===== config.mk =====
export PLATFORM = sky130hd
export DESIGN_NAME = sprite_plotter
export DESIGN_NICKNAME = d
export VERILOG_FILES = /design/src/rtl/sprite_plotter.sv
export SDC_FILE = /design/constraint.sdc
export NUM_CORES = 1
export LEC_CHECK = 0
export BUFFER_PORTS_ARGS = -buffer_cell sky130_fd_sc_hd__clkbuf_2
export CAP_MARGIN = 10
export CORE_ASPECT_RATIO = 2
export CORE_MARGIN = 5
export CORE_UTILIZATION = 55
export CTS_BUF_LIST = sky130_fd_sc_hd__clkbuf_4 sky130_fd_sc_hd__clkbuf_8
export DETAILED_ROUTE_END_ITERATION = 7
export MAX_ROUTING_LAYER = met4
export PLACE_DENSITY = 0.74
export SLEW_MARGIN = 20
export SYNTH_ARGS = -nofsm -noshare
export SYNTH_HDL_FRONTEND = slang
export SYNTH_SLANG_ARGS = --single-unit

===== constraint.sdc =====
create_clock -name clock -period 5.5 [get_ports clock]
set_input_delay 0.275 -clock clock [delete_from_list [all_inputs] [get_ports clock]]
set_output_delay 0.275 -clock clock [all_outputs]
set_load 0.03 [all_outputs]

===== src/rtl/sprite_plotter.sv =====
// rtl/sprite_plotter.sv - renders a SIZE_W x SIZE_H sprite or a full-screen clear into the VGA write port
module sprite_plotter #(
    parameter int         SIZE_W    = 4,
    parameter int         SIZE_H    = 4,
    parameter logic [2:0] FG_COLOUR = 3'b111,
    parameter logic [2:0] BG_COLOUR = 3'b000,
    parameter int         X_MAX     = 159,
    parameter int         Y_MAX     = 119
) (
    input  logic       clock,
    input  logic       reset_n,
    input  logic [7:0] x_in,
    input  logic [6:0] y_in,
    input  logic       undraw_in,
    input  logic       clear_req,
    output logic [7:0] vga_x,
    output logic [6:0] vga_y,
    output logic [2:0] vga_colour,
    output logic       vga_plot,
    output logic       busy,
    output logic       done
);

    localparam logic [8:0] X_LIM      = 9'(X_MAX);
    localparam logic [7:0] Y_LIM      = 8'(Y_MAX);
    localparam logic [7:0] CX_LAST    = 8'(SIZE_W - 1);
    localparam logic [6:0] CY_LAST    = 7'(SIZE_H - 1);
    localparam logic [7:0] CLR_X_LAST = 8'(X_MAX);
    localparam logic [6:0] CLR_Y_LAST = 7'(Y_MAX);

    typedef enum logic [1:0] {
        S_IDLE,
        S_PLOT,
        S_CLEAR,
        S_DONE
    } state_t;

    state_t     state, state_d;
    logic [7:0] cx, cx_d;
    logic [6:0] cy, cy_d;
    logic [7:0] snap_x, snap_x_d;
    logic [6:0] snap_y, snap_y_d;
    logic       snap_u, snap_u_d;
    logic       snap_valid, snap_valid_d;
    logic       clear_pend, clear_pend_d;

    logic [7:0] vga_x_d;
    logic [6:0] vga_y_d;
    logic [2:0] vga_colour_d;
    logic       vga_plot_d, busy_d, done_d;

    logic       change;
    logic [8:0] x_sum;
    logic [7:0] y_sum;

    assign change = !snap_valid || ({x_in, y_in, undraw_in} != {snap_x, snap_y, snap_u});
    assign x_sum  = {1'b0, snap_x} + {1'b0, cx};
    assign y_sum  = {1'b0, snap_y} + {1'b0, cy};

    always_comb begin
        state_d      = state;
        cx_d         = cx;
        cy_d         = cy;
        snap_x_d     = snap_x;
        snap_y_d     = snap_y;
        snap_u_d     = snap_u;
        snap_valid_d = snap_valid;
        // A request arriving during a clear is absorbed by the clear in progress
        clear_pend_d = clear_pend | (clear_req && state != S_CLEAR);
        vga_x_d      = vga_x;
        vga_y_d      = vga_y;
        vga_colour_d = vga_colour;
        vga_plot_d   = 1'b0;
        busy_d       = 1'b0;
        done_d       = 1'b0;

        case (state)
            S_IDLE: begin
                // Clear wins over a pending move, including a request sampled this cycle
                if (clear_pend || clear_req) begin
                    state_d      = S_CLEAR;
                    clear_pend_d = 1'b0;
                    cx_d         = '0;
                    cy_d         = '0;
                end else if (change) begin
                    state_d      = S_PLOT;
                    snap_x_d     = x_in;
                    snap_y_d     = y_in;
                    snap_u_d     = undraw_in;
                    snap_valid_d = 1'b1;
                    cx_d         = '0;
                    cy_d         = '0;
                end
            end

            S_PLOT: begin
                vga_x_d      = x_sum[7:0];
                vga_y_d      = y_sum[6:0];
                vga_colour_d = snap_u ? BG_COLOUR : FG_COLOUR;
                vga_plot_d   = (x_sum <= X_LIM) && (y_sum <= Y_LIM);
                busy_d       = 1'b1;
                if (cx == CX_LAST) begin
                    cx_d = '0;
                    if (cy == CY_LAST) begin
                        state_d = S_DONE;
                    end else begin
                        cy_d = cy + 7'd1;
                    end
                end else begin
                    cx_d = cx + 8'd1;
                end
            end

            S_CLEAR: begin
                vga_x_d      = cx;
                vga_y_d      = cy;
                vga_colour_d = BG_COLOUR;
                vga_plot_d   = 1'b1;
                busy_d       = 1'b1;
                if (cx == CLR_X_LAST) begin
                    cx_d = '0;
                    if (cy == CLR_Y_LAST) begin
                        snap_valid_d = 1'b0;
                        state_d      = S_DONE;
                    end else begin
                        cy_d = cy + 7'd1;
                    end
                end else begin
                    cx_d = cx + 8'd1;
                end
            end

            S_DONE: begin
                done_d  = 1'b1;
                state_d = S_IDLE;
            end

            default: state_d = S_IDLE;
        endcase
    end

    always_ff @(posedge clock) begin
        if (!reset_n) begin
            state      <= S_IDLE;
            cx         <= '0;
            cy         <= '0;
            snap_x     <= '0;
            snap_y     <= '0;
            snap_u     <= 1'b0;
            snap_valid <= 1'b0;
            clear_pend <= 1'b0;
            vga_x      <= '0;
            vga_y      <= '0;
            vga_colour <= '0;
            vga_plot   <= 1'b0;
            busy       <= 1'b0;
            done       <= 1'b0;
        end else begin
            state      <= state_d;
            cx         <= cx_d;
            cy         <= cy_d;
            snap_x     <= snap_x_d;
            snap_y     <= snap_y_d;
            snap_u     <= snap_u_d;
            snap_valid <= snap_valid_d;
            clear_pend <= clear_pend_d;
            vga_x      <= vga_x_d;
            vga_y      <= vga_y_d;
            vga_colour <= vga_colour_d;
            vga_plot   <= vga_plot_d;
            busy       <= busy_d;
            done       <= done_d;
        end
    end

endmodule


## Word level (Yosys, flattened, before mapping)

Cells that the tools add are included.

| storage, ports and cells | value |
|---|---|
| input port bits | 19 |
| register bits | 56 |
| word-level logic and storage cells | 88 |
| output and inout bits | 21 |

| operators by class | value |
|---|---|
| $add $sub $neg | 4 |
| muxes and demuxes | 33 |
| equality and inequality tests | 18 |
| magnitude comparators | 2 |
| reductions and logical operators | 15 |
| bitwise gates (word level) | 2 |

Operators by type and width:

| kind | count |
|---|---|
| $mux 7 | 6 |
| $mux 8 | 4 |
| $pmux 8 s3 | 1 |
| $pmux 7 s3 | 1 |
| $ne 2x2->1 const B | 9 |
| $ne 16x16->1 | 1 |
| $pmux 8 s2 | 1 |
| $pmux 7 s2 | 1 |
| $mux 2 | 6 |
| $reduce_and 5->1 | 2 |
| $add 8x8->9 | 1 |
| $le 9x8->1 const B | 1 |
| $add 7x7->8 | 1 |
| $add 8x1->8 const B | 1 |
| $eq 8x2->1 const B | 1 |
| $eq 8x8->1 const B | 1 |
| $le 8x7->1 const B | 1 |
| $mux 1 | 8 |
| $pmux 2 s4 | 1 |
| $add 7x1->7 const B | 1 |
| $eq 7x2->1 const B | 1 |
| $eq 7x7->1 const B | 1 |
| $pmux 3 s2 | 1 |
| $reduce_and 6->1 | 1 |
| other kinds (16) | 21 |

## Logic depth before layout (Yosys ltp)

Gate-level depths: netlist of the first run.

| logic depth | value |
|---|---|
| depth in word-level cells | 5 |
| depth in mapped cells | 10 |
| depth with buffers taken out | 10 |

## Least setup slack after synthesis of the first run

Ideal clock, no wire load.

| timing path | value |
|---|---|
| path type | reg2reg |
| start | register cx[0] |
| end | register vga_plot |
| data required time | 5.414 ns |
| clock period less this slack | 2.078 ns |
| setup slack | 3.422 ns |
| arrival | 1.993 ns |
| stages on the path, launching flop included | 10 |
| library setup time | 0.086 ns |
| cells stage by stage | dfxtp_1 > ha_1 > fa_1 > a211oi_1 > o21bai_1 > a21oi_1 > nor2b_1 > o21ai_0 > a31oi_1 > a211oi_1 |

| between the ends | value |
|---|---|
| longest elaborated chain between the ends | 4 |

RTL lines:

| what | RTL line | source |
|---|---|---|
| start: declaration | 39 | `logic [7:0] cx, cx_d;` |
| start signal: assignment | 145 | `cx <= '0;` |
| start signal: assignment | 160 | `cx <= cx_d;` |
| $add 8x8->9 | 57 | `assign x_sum = {1'b0, snap_x} + {1'b0, cx};` |
| $le 9x8->1 | 100 | `vga_plot_d = (x_sum <= X_LIM) && (y_sum <= Y_LIM);` |
| $logic_and 1x1->1 | 100 |  |
| $pmux 1 s2 | 77 | `case (state)` |
| end signal: assignment | 170 | `vga_plot <= vga_plot_d;` |
| end: declaration | 19 | `output logic vga_plot,` |

Every way passes these cells.
A chain may end at the register's enable or synchronous reset.

## Worst setup path in the final report of the first run

Ends and elaborated chain as after synthesis.

==> flow_summary.json, run 1 <==
{
  "outcome": "finished, final reports clean",
  "cts_buffer_depth": 2,
  "syn_inst": 375,
  "drive_gt1_share_pct": 15.2,
  "async_reset_ff_share_pct": 0,
  "via_per_inst": 6.02,
  "syn-num-nets": 417,
  "wl_met1_mm": 2.95,
  "synth-compound-area-share_pct": 20.9,
  "io_buffers": 39,
  "synth_edf_count": 0,
  "die_area_sq_mm": 0.00754,
  "netSwitchingFraction_pct": 42.6,
  "clk_pin_slew_worst_paths_ps": 110,
  "totalWireLength_mm": 7.97,
  "ios": 40,
  "avgSynthCellArea_sq_um": 8.54,
  "placed_cell_area_sq_mm": 0.00343,
  "antenna_found_initial": 0,
  "fin_area_sq_mm": 0.00354,
  "ys_ff_latch": 54,
  "power_switching_mw": 0.636,
  "worst_slew_pin_slew_ps": 741,
  "min_period_over_period_pct": 42.5,
  "layout_min_cycle_time_ps": 2340,
  "synth_simple_gate_area_share_pct": 18.8,
  "synth-warning-count": 0,
  "root_buffer": "clkbuf_8",
  "gr-usage-all-layers_pct": 22.2,
  "ff_latch_area_sq_mm": 0.00108,
  "cp.required_ps": 5730,
  "cts_buffers": 5,
  "critPathCaptureType": "flop",
  "cp_common_cell": "a211oi_1",
  "power_density_mw_per_mm2": 422,
  "fillers": 533,
  "core-area_sq_mm": 0.00571,
  "syn_area_sq_mm": 0.00320,
  "start_util_pct": 56.1,
  "wl_per_cell_um": 17.0,
  "ys_seq_area_share_pct": 33.7,
  "num_rows": 39,
  "syn_to_final_growth_pct": 10.6,
  "drv_slew": 0,
  "n_antenna_cell": 0,
  "total_power_mw": 1.49,
  "ctsResizeCount": 0,
  "multiInputGateArea_sq_mm": 0.00200,
  "setup_viol": 0,
  "p_leak_nw": 1.54,
  "die_w_um": 64.0,
  "postCtsSetupRepairBufs": 0,
  "startpoint_type": "flop",
  "worstHoldPathType": "input port to flop",
  "slowest_delay_ps": 430,
  "synth_xor_area_share_pct": 6.56,
  "die_h_um": 118,
  "worstPathCellList": "ha_1 -> fa_1 -> a211oi_1 -> o21bai_1 -> a21oi_1 -> nor2b_1 -> o21ai_0 -> a31oi_1 -> a211oi_1",
  "dp_hpwl_mm": 6.10,
  "internal-power_mw": 0.858,
  "reg2reg_depth": 9,
  "grt_start_max_net_pins": 41,
  "critical_path_depth": 9,
  "wl_met3_um": 309,
  "rsz0062_at_grt": "no",
  "route.met2.wl_mm": 4.32,
  "worst-endpoint-arrival_ps": 2570,
  "htreeDepth": 2,
  "whs_path_depth": 3,
  "drc": 0,
  "gp_congestion": 0.884,
  "cts_tree": "yes",
  "grt_pass1_vias": 2742,
  "muxShareOfSynthArea_pct": 6.87,
  "grt_pass1_wl_mm": 13.0,
  "fin_skew_ps": 11.9,
  "maxSlewHeadroom_pct": 50.1,
  "synth_area_leader_cell": "dfxtp_1",
  "combPwrFrac_pct": 46.0,
  "seqPwrFrac_pct": 35.4,
  "report.final.hold_viol_count": 0,
  "grt_overflow": 0,
  "synth_most_common_cell": "dfxtp_1",
  "fin_nets": 450,
  "synth_ff_type": "dfxtp_1",
  "ant_nets": 0,
  "worst-path-buf-inv": 0,
  "clkPwrFrac_pct": 18.7,
  "synth_top_family_by_area": "compound AO/OA/AOI/OAI gates",
  "synth-adder-area-share_pct": 9.45,
  "synth.distinct_cells": 54,
  "drt-initial-drc-count": 157,
  "reg2reg_slack_ps": 3160,
  "synthTopCellsByArea": "dfxtp_1 (34%), ha_1 (8.2%), mux2i_1 (6.9%)",
  "critPathTopFamily": "compound AO/OA/AOI/OAI gates",
  "drv_cap": 0,
  "vias": 2828,
  "timing.fmax_mhz": 428,
  "critical_path_class": "flop to flop",
  "cts_sinks": 54,
  "drt_pass1_iterations": 4,
  "cts_hold_buf": 0,
  "crit_slowest_cell": "fa_1",
  "synthTopCellsByCount": "dfxtp_1 (54), nor2_1 (48), a21oi_1 (25), nand2_1 (25)",
  "clkLatencyLatePin_ps": 330,
  "irDropWorstVdd_mv": 0.360,
  "path_max_fanout": 6,
  "highest_layer": "met4",
  "finalSetupTns_ps": 0,
  "netlist.area_leader.share_pct": 33.7
}
==> tightest hold or removal path, delay by kind of cell <==
family                 cells  cell delay (ps)
AND/OR/NAND/NOR            1               70
buffers and inverters      1              100
multiplexers               1               60
==> stage by stage <==
step,instances,util (%),worst slack [ps],hold slack [ps]
floorplan,375,-,3420,422
global placement,462,60.1,3210,465
detailed placement,462,60.1,3210,475
CTS,470,62.1,3180,210
global route,470,62.1,2910,227
finish,470,62.1,3160,215
==> cells in the final DEF (no fill, tap or decap), types with 2 or more instances in the layout <==
| cell type | netlist | routed |
|---|---|---|
| a211oi_1 | 9 | 9 |
| a21o_1 | 3 | 3 |
| a21oi_1 | 25 | 25 |
| a22oi_1 | 2 | 2 |
| a2bb2oi_1 | 2 | 2 |
| a311oi_1 | 2 | 2 |
| a31oi_1 | 4 | 4 |
| and3_1 | 5 | 5 |
| buf_4 | 2 | 4 |
| clkbuf_2 | 0 | 39 |
| clkbuf_8 | 0 | 5 |
| dfxtp_1 | 54 | 54 |
| fa_1 | 2 | 2 |
| ha_1 | 21 | 21 |
| inv_1 | 11 | 11 |
| mux2i_1 | 22 | 22 |
| nand2_1 | 25 | 25 |
| nand2b_1 | 3 | 3 |
| nand3_1 | 13 | 13 |
| nand4_1 | 3 | 3 |
| nor2_1 | 48 | 48 |
| nor2b_1 | 4 | 4 |
| nor3_1 | 8 | 8 |
| nor4_1 | 3 | 3 |
| nor4b_1 | 2 | 2 |
| o211ai_1 | 3 | 3 |
| o21ai_0 | 22 | 22 |
| o21ai_1 | 7 | 7 |
| o21bai_1 | 3 | 3 |
| o31ai_1 | 3 | 3 |
| o41ai_1 | 2 | 2 |
| o41ai_2 | 2 | 2 |
| or3_1 | 2 | 2 |
| or4_1 | 2 | 2 |
| xnor2_1 | 9 | 9 |
| xor2_1 | 15 | 15 |
==> layout make-up <==
cell class | instances | area share, %
multi-input cells | 292 | 56.5
flip-flops and latches | 54 | 30.5
repair buffers | 43 | 6.35
clock buffers | 6 | 2.15
well taps | 61 | 2.15
inverters | 12 | 1.27
clock inverters | 2 | 1.06
==> state kept, by name, indices dropped and copies added (netlist names) <==
signal / count
cy: 7
snap_x: 8
busy: 1
vga_colour: 1
vga_plot: 1
snap_valid: 1
cx: 8
vga_y: 7
snap_y: 7
clear_pend: 1
snap_u: 1
vga_x: 8
done: 1
state: 2
==> final timing paths <==
kind	from	endpoint
hold reg to reg	vga_y[0]$_SDFFE_PN0P_	vga_y[0]$_SDFFE_PN0P_
setup / recovery	cx[0]$_SDFFE_PN0P_	vga_plot$_SDFF_PN0_
setup reg to reg	cx[0]$_SDFFE_PN0P_	vga_plot$_SDFF_PN0_
hold / removal	y_in[1]	snap_y[1]$_SDFFE_PN0P_
==> power by group through the flow <==
stage	sequential [mW]	clock, mW	combinational, mW
floorplan	0.594	0	0.464
detailed placement	0.538	0	0.687
global placement	0.534	0	0.676
finish	0.529	0.279	0.687
global route	0.538	0.297	0.755
CTS	0.529	0.284	0.689
==> layer usage <==
| layer | vias up | GRT usage [%] |
|---|---|---|
| li1 | 1414 | - |
| met5 | - | - |
| met4 | 0 | 12.2 |
| met3 | 24 | 2.96 |
| met2 | 76 | 38.7 |
| met1 | 1314 | 23.1 |
==> kinds of logic (layout without fill, tap and decap cells) <==
kind of cell	count (synthesis)	count (layout)
XOR/XNOR	24	24
adder cells (fa/ha/maj)	23	23
AO/OA/AOI/OAI	98	98
multiplexers	22	22
AND/OR/NAND/NOR	125	125
flip-flops	54	54
buffers and inverters	29	63
Note: power is estimated with default switching activity, not from simulation.
==> run 2: changes to the inputs <==
--- a/config.mk
+++ b/config.mk
@@ -9,11 +9,11 @@
 export CAP_MARGIN = 10
 export CORE_ASPECT_RATIO = 2
 export CORE_MARGIN = 5
-export CORE_UTILIZATION = 55
+export CORE_UTILIZATION = 54
 export CTS_BUF_LIST = sky130_fd_sc_hd__clkbuf_4 sky130_fd_sc_hd__clkbuf_8
 export DETAILED_ROUTE_END_ITERATION = 7
 export MAX_ROUTING_LAYER = met4
-export PLACE_DENSITY = 0.74
+export PLACE_DENSITY = 0.76
 export SLEW_MARGIN = 20
 export SYNTH_ARGS = -nofsm -noshare
 export SYNTH_HDL_FRONTEND = slang
==> constraint.sdc (replaced) <==
create_clock -name clock -period 1.95 [get_ports clock]
set_input_delay 0.0975 -clock clock [delete_from_list [all_inputs] [get_ports clock]]
set_output_delay 0.0975 -clock clock [all_outputs]
set_load 0.03 [all_outputs]
==> run 2 against run 1 <==
- the flow now finishes with violations (negative setup slack)
- sequential power rose to 2.8 times the previous value
- die area is 1.6% higher
- utilization up 15 points
- critical endpoint is now cy[6]$_SDFFE_PN0P_
- largest cell class unchanged
- highest routed layer unchanged
==> flow_summary.json, run 2 (synthesized netlist as in run 1, its figures left out) <==
{
  "outcome": "finished with violations",
  "failed_checks": "negative setup slack",
  "cts_tree": "yes",
  "min_period_over_period_pct": 113,
  "worstHoldPathType": "input port to flop",
  "die_w_um": 64.5,
  "core-area_sq_mm": 0.00576,
  "maxSlewHeadroom_pct": 74.6,
  "start_util_pct": 55.6,
  "htreeDepth": 2,
  "drv_cap": 0,
  "clk_pin_slew_worst_paths_ps": 100,
  "cts_buffer_depth": 2,
  "grt_start_max_net_pins": 23,
  "num_rows": 39,
  "grt_overflow": 0,
  "worst-endpoint-arrival_ps": 2450,
  "final_common_cell": "buf_4",
  "layout_min_cycle_time_ps": 2210,
  "ios": 40,
  "root_buffer": "clkbuf_8",
  "gp_congestion": 0.984,
  "cts_buffers": 5,
  "io_buffers": 39,
  "layout_common_cells": "buf_4 (63), nor2_1 (45), dfxtp_1 (39), clkbuf_2 (39), nand2_1 (23)",
  "fin_area_sq_mm": 0.00447,
  "dp_hpwl_mm": 7.36,
  "critical_path_class": "flop to flop",
  "fin_nets": 517,
  "timing.fmax_mhz": 452,
  "ant_nets": 0,
  "grt_pass1_wl_mm": 15.2,
  "vias": 3430,
  "drt-initial-drc-count": 238,
  "placed_cell_area_sq_mm": 0.00387,
  "cp.required_ps": 2180,
  "worstPathCellList": "buf_6 -> xor2_2 -> nor3_2 -> nand3_1 -> o41a_1 -> buf_4 -> a21oi_4 -> o21ai_0 -> o41ai_2",
  "fillers": 372,
  "gr-usage-all-layers_pct": 26.3,
  "drive_gt1_share_pct": 42.2,
  "reg_top3": "cx x8, snap_x x8, vga_x x8",
  "totalWireLength_mm": 11.2,
  "fin_skew_ps": 9.50,
  "die_area_sq_mm": 0.00767,
  "critPathTopFamily": "compound AO/OA/AOI/OAI gates",
  "drc": 0,
  "n_antenna_cell": 0,
  "path_max_fanout": 5,
  "antenna_found_initial": 0,
  "slowest_delay_ps": 450,
  "rsz0062_at_grt": "yes",
  "cts_sinks": 54,
  "setup_viol": 22,
  "p_leak_nw": 1.95,
  "cts_hold_buf": 0,
  "syn_to_final_growth_pct": 39.4,
  "drt_pass1_iterations": 5,
  "startpoint_type": "flop",
  "worst-path-buf-inv": 2,
  "clkLatencyLatePin_ps": 320,
  "power_density_mw_per_mm2": 1130,
  "grt_pass1_vias": 3217,
  "critPathCaptureType": "flop",
  "via_per_inst": 6.39,
  "setup_ws_ps": -263,
  "die_h_um": 119,
  "crit_slowest_cell": "o41a_1",
  "report.final.hold_viol_count": 0,
  "drv_slew": 0,
  "post-place-ws_ps": -173,
  "irDropWorstVdd_mv": 0.946,
  "wl_per_cell_um": 20.8,
  "worst_slew_pin_slew_ps": 381
}
-- run 2: cell type report --
class / instances / area, sq um / area share, %
inverter: 12 / 45.0 / 1.01
timing repair buffer: 110 / 758 / 17.0
clock buffer: 8 / 110 / 2.47
multi-input combinational: 292 / 2370 / 53.0
sequential: 54 / 1110 / 24.9
tap: 61 / 76.3 / 1.71
-- run 2: layer usage --
metal	vias up	wire, um	global-route usage (%)
li1	1553	-	-
met1	1618	3660	23.7
met2	178	5950	45.9
met3	81	679	5.93
met4	0	872	20.7
met5	-	0	-
-- run 2: worst paths after layout --
check                               from                endpoint  slack, ps  cells after the start
setup / recovery  snap_y[0]$_SDFFE_PN0P_      cy[6]$_SDFFE_PN0P_       -260                      9
hold / removal                   x_in[5]  snap_x[5]$_SDFFE_PN0P_         50                      3
setup reg to reg  snap_y[0]$_SDFFE_PN0P_      cy[6]$_SDFFE_PN0P_       -260                      9
hold reg to reg    vga_y[0]$_SDFFE_PN0P_   vga_y[0]$_SDFFE_PN0P_        490                      2
-- run 2: timing repair --
action                     CTS  global route
buffers inserted             4             9
pin swaps                   12            30
gates resized for setup     23            74
setup endpoints to repair   21            38
cloned                       0             0
-- run 2: worst reg2reg max path: stages (launching register included) --
cell     delay (ps)
dfxtp_4         370
buf_6           120
xor2_2          150
nor3_2          230
nand3_1         180
o41a_1          460
buf_4           190
a21oi_4         220
o21ai_0         150
o41ai_2          70
-- run 2: power breakdown --
| part | leakage (nW) | internal (mW) | total, mW | switching, mW |
|---|---|---|---|---|
| Sequential | 0.449 | 1.33 | 1.49 | 0.161 |
| Clock | 0.0575 | 0.359 | 0.737 | 0.378 |
| Combinational | 1.45 | 1.17 | 2.79 | 1.63 |
-- run 2: through the flow --
step                      hold slack (ps)  setup TNS, ps  total power, mW  util [%]  std cells
after floorplan                       245              0             2.99         -        375
after global placement                362           -669             3.72      67.2        518
after detailed placement              371          -1120             3.79      67.2        518
after CTS                            36.8           -614             4.59      71.0        529
after global routing                 63.2          -7500             5.28      77.6        537
final                                50.8          -2670             5.02      77.6        537
